File: src/rtl/serial_add_ctrl.sv
// Bit-serial addition controller driving an external single-bit full adder.
// Optional signed overflow output is enabled by defining SERIAL_ADD_OVF_EN.
module serial_add_ctrl #(
  parameter int WIDTH = 8
) (
  input  logic             clk,
  input  logic             rst_n,
  input  logic             start,
  input  logic [WIDTH-1:0] op_a,
  input  logic [WIDTH-1:0] op_b,
  input  logic             cin,
  output logic             busy,
  output logic             done,
  output logic [WIDTH-1:0] sum,
  output logic             cout,
  output logic             fa_a,
  output logic             fa_b,
  output logic             fa_cin,
  input  logic             fa_sum,
  input  logic             fa_cout
`ifdef SERIAL_ADD_OVF_EN
  ,
  output logic             overflow
`endif
);

  localparam int CW = (WIDTH > 1) ? $clog2(WIDTH) : 1;
  localparam logic [CW-1:0] LAST_BIT = CW'(WIDTH - 1);

  typedef enum logic [1:0] {
    IDLE  = 2'd0,
    SHIFT = 2'd1,
    DONE  = 2'd2
  } state_t;

  state_t           state_q, state_d;
  logic [WIDTH-1:0] a_sr, b_sr;
  logic             carry_q;
  logic [CW-1:0]    cnt;
  logic             accept;
  logic             last_bit;

  assign accept   = (state_q == IDLE) && start;
  assign last_bit = (state_q == SHIFT) && (cnt == LAST_BIT);

  // NOTE: sequential state uses non-blocking assignments so every register
  // samples the pre-edge values, independent of statement order.
  always_ff @(posedge clk or negedge rst_n) begin
    if (!rst_n) state_q <= IDLE;
    else        state_q <= state_d;
  end

  // NOTE: every output of a combinational block gets a default first, so no
  // path through the case can leave a value unassigned and infer a latch.
  always_comb begin
    state_d = state_q;
    case (state_q)
      IDLE:    if (start)    state_d = SHIFT;
      SHIFT:   if (last_bit) state_d = DONE;
      DONE:                  state_d = IDLE;
      default:               state_d = IDLE;
    endcase
  end

  always_comb begin
    busy   = (state_q != IDLE);
    done   = (state_q == DONE);
    fa_a   = 1'b0;
    fa_b   = 1'b0;
    fa_cin = 1'b0;
    if (state_q == SHIFT) begin
      fa_a   = a_sr[0];
      fa_b   = b_sr[0];
      fa_cin = carry_q;
    end
  end

  // Operands shift right so the adder always sees the current bit at [0];
  // sum fills from the top so bit 0 lands at sum[0] after WIDTH shifts.
  always_ff @(posedge clk or negedge rst_n) begin
    if (!rst_n) begin
      a_sr    <= '0;
      b_sr    <= '0;
      carry_q <= 1'b0;
      cnt     <= '0;
      sum     <= '0;
      cout    <= 1'b0;
    end else if (accept) begin
      a_sr    <= op_a;
      b_sr    <= op_b;
      carry_q <= cin;
      cnt     <= '0;
      sum     <= '0;
      cout    <= 1'b0;
    end else if (state_q == SHIFT) begin
      a_sr    <= {1'b0, a_sr[WIDTH-1:1]};
      b_sr    <= {1'b0, b_sr[WIDTH-1:1]};
      sum     <= {fa_sum, sum[WIDTH-1:1]};
      carry_q <= fa_cout;
      if (last_bit) cout <= fa_cout;
      else          cnt  <= cnt + CW'(1);
    end
  end

`ifdef SERIAL_ADD_OVF_EN
  // Two's-complement overflow: carry into the MSB differs from carry out.
  always_ff @(posedge clk or negedge rst_n) begin
    if (!rst_n)        overflow <= 1'b0;
    else if (accept)   overflow <= 1'b0;
    else if (last_bit) overflow <= fa_cin ^ fa_cout;
  end
`endif

endmodule

File: config.mk
export PLATFORM = sky130hd
export DESIGN_NAME = serial_add_ctrl
export DESIGN_NICKNAME = d
export VERILOG_FILES = /design/src/rtl/serial_add_ctrl.sv
export SDC_FILE = /design/constraint.sdc
export NUM_CORES = 1
export LEC_CHECK = 0
export ABC_AREA = 1
export BUFFER_PORTS_ARGS = -buffer_cell sky130_fd_sc_hd__clkbuf_2
export CAP_MARGIN = 25
export CORE_ASPECT_RATIO = 1.25
export CORE_MARGIN = 5
export CORE_UTILIZATION = 45
export CTS_CLUSTER_DIAMETER = 50
export DETAILED_ROUTE_END_ITERATION = 8
export PLACE_DENSITY = 0.67
export SLEW_MARGIN = 20
export SYNTH_ARGS = -nofsm -noshare
export SYNTH_HDL_FRONTEND = slang
export SYNTH_SLANG_ARGS = --single-unit
File: constraint.sdc
create_clock -name clk -period 1.6 [get_ports clk]
set_clock_uncertainty 0.15 [all_clocks]
set_input_delay 0.08 -clock clk [delete_from_list [all_inputs] [get_ports clk]]
set_output_delay 0.08 -clock clk [all_outputs]
set_load 0.1 [all_outputs]
==> run summary <==
Post-Syn Area - 1580 µm²
Initial antenna violation count - 0
Most common cell after layout, fill and taps aside - nand2_1
Sequential area share after synthesis - 0.491
Worst skew pair latency - 0.27 ns
Final Max Tran Viols - 0
Most frequent cells in the layout - nand2_1, nand3_1, dfrtp_1, clkbuf_2, dlygate4sd3_1
Die Height - 76.3 µm
Initial drt markers - 52
Port Buffers - 35
GR Util met1 - 0.219
Syn Nets - 226
Leak - 1.25 nW
Count of final setup violators - 0
Largest cells by area after synthesis - dfrtp_1, nand2_1, nand3_1
Internal portion of total power - 2.29 mW
Crit end category - output pin
Final #Nets - 289
Setup TNS - 0 ns
H-tree levels - 2
Logic pwr share - 0.603
Grt met3 use - 0.0428
Final non-filler cell total - 303
RSZ-0062 raised after global routing - false
Clk root buf - clkbuf_8
CP Cell Sequence - buf_6 > nand2_4 > nor2_2 > buf_12
Max-cap viol count - 0
# IOs - 36
Kind of cell adding the most delay to the critical path - flip-flops
Die area - 4810 µm²
Endpoints failing hold - 0
Pwr dens - 2210 nW/µm²
Post-synth top area share - 0.491
GRT Total Usage - 0.177
Syn Inst Count - 202
Reg clk slew, reported paths - 0.06 ns
Placed insts - 271
Share of layout cells above drive strength 1 - 0.239
Register share of total power - 0.284
Gr busiest metal - met2
CTS max path bufs - 2
Switching Fraction - 0.528
Buf+Inv Stages, Crit Path - 2
Synthesized area per cell - 7.83 µm²
Row Count - 24
Status - finished clean
Via-to-Cell Ratio - 4.75
Grt total ovfl - 0
Area growth syn-to-layout - 38.7%
Overall routed net length - 3840 µm
# fillers - 299
Core Area - 3450 µm²
Crit Path Class - reg -> out
Critical Path Source Type - register
Largest net degree at the start of global routing - 32
Diodes inserted - 0
Switching power - 2.56 mW
Final hold slack - 0.184 ns
Worst Max-Slew Pin Slew - 0.662 ns
DR WL/cell - 12.7 µm
ANT nets after route - 0
Worst hold path class - in -> reg
Arrival time at the worst endpoint - 1.29 ns
TritonCTS buffer count - 5
Final period util - 0.948
Post-synthesis register bit count - 31
Die W - 63.0 µm
CP peak stage delay - 0.41 ns
Register Area - 777 µm²
First-pass GRT wire length - 6950 µm
Slew Limit Headroom - 0.557
Area of the multi-input gates - 646 µm²
Slowest CP cell - dfrtp_2
Synth warnings - 0
Synth area leader - dfrtp_1
VDD IR max - 0.00169 V
Initial Util - 0.458
Shortest period the worst path allows - 1.52 ns
Drt pass-1 iters - 4
FMAX - 659 MHz
Drt drc - 0
Vias in the first global route - 1479
Vias - 1440
Sink Count - 31
Met2 GRT Util - 0.297
CTS tree - done
Clock network fraction of total power - 0.113
Critical Path RT - 1.37 ns
DP HPWL - 2430 µm
Worst-path maximum fanout - 13
Placer Congestion - 0.739
Synth cell types - 14
-- power by group through the flow --
stage               Sequential (mW)  Combinational, mW  Clock [mW]
detailed placement             1.38               2.76           0
global placement               1.37               2.72           0
CTS                            1.37               2.92       0.574
global route                   1.42               3.17       0.608
floorplan                      2.05               1.50           0
finish                         1.38               2.92       0.547
-- repair_timing --
action	4_1_cts	5_1_grt
endpoints found under the setup margin	4	5
setup buffers	6	0
pin swaps	1	0
hold buffers	20	0
gates resized for setup	2	2
endpoints found under the hold margin	50	0
-- stage by stage --
stage                     cell area [µm²]   util  total power [mW]  setup WS (ns)
after floorplan                      1600      -              3.55        -0.0701
after global placement               1840  0.534              4.09         0.0863
after detailed placement             1840  0.534              4.14         0.0858
after CTS                            2190  0.635              4.87         0.0300
after global routing                 2190  0.635              5.20         0.0185
final                                2190  0.635              4.85         0.0830
-- cell usage after synthesis --
cell     instances
inv_4            1
nor2_1           4
nand2_1         91
nor2_8           1
inv_1           20
buf_4            1
o21ai_4          1
nand3_1         38
inv_2            1
buf_6            6
nand2_4          2
dfrtp_1         31
buf_2            3
ha_1             2
-- layout make-up --
type,count,share of cell area
clock buffers,6,0.0331
flip-flops and latches,31,0.354
multi-input cells,139,0.294
well taps,39,0.0222
inverters,22,0.0399
repair buffers,66,0.256
-- registers in the layout, summed over array words and instances, names as in the netlist --
signal,flops
carry_q,1
cnt,3
sum,8
state_q,2
cout,1
a_sr,8
b_sr,8
-- logic make-up after synthesis --
group | Yosys count | share of synthesized area
simple gates | 136 | 0.373
buf+inv | 32 | 0.111
flops | 31 | 0.491
fa+ha+maj | 2 | 0.0158
compound gates | 1 | 0.0103
-- routing by layer --
| metal | routed length [µm] | share of wire | vias up |
|---|---|---|---|
| met5 | 0 | 0 | - |
| met4 | 38 | 0.0099 | 0 |
| met3 | 172 | 0.045 | 5 |
| met2 | 1990 | 0.52 | 36 |
| met1 | 1640 | 0.43 | 655 |
| li1 | - | - | 744 |
-- worst register-to-register path: stages (launching register included) --
cell,delay [ns]
dfrtp_1,0.40
ha_1,0.21
ha_1,0.19
inv_1,0.05
nand3_1,0.18
inv_2,0.13
nand2_1,0.06
nand2_1,0.06
-- path summary, 6_finish.rpt --
| path | cells past startpoint | slack, ns | end | start |
|---|---|---|---|---|
| worst max-delay path | 4 | 0.08 | fa_b | state_q[0] |
| min in group asynchronous | 3 | 0.20 | a_sr[3] | rst_n |
| max in group asynchronous | 3 | 0.78 | state_q[0] | rst_n |
| worst min-delay path | 4 | 0.18 | b_sr[7] | start |
| worst min register to register | 2 | 0.33 | a_sr[7] | a_sr[7] |
| worst max register to register | 7 | 0.12 | cnt[0] | cnt[0] |
No activity file was read; power rests on OpenSTA's default activity.
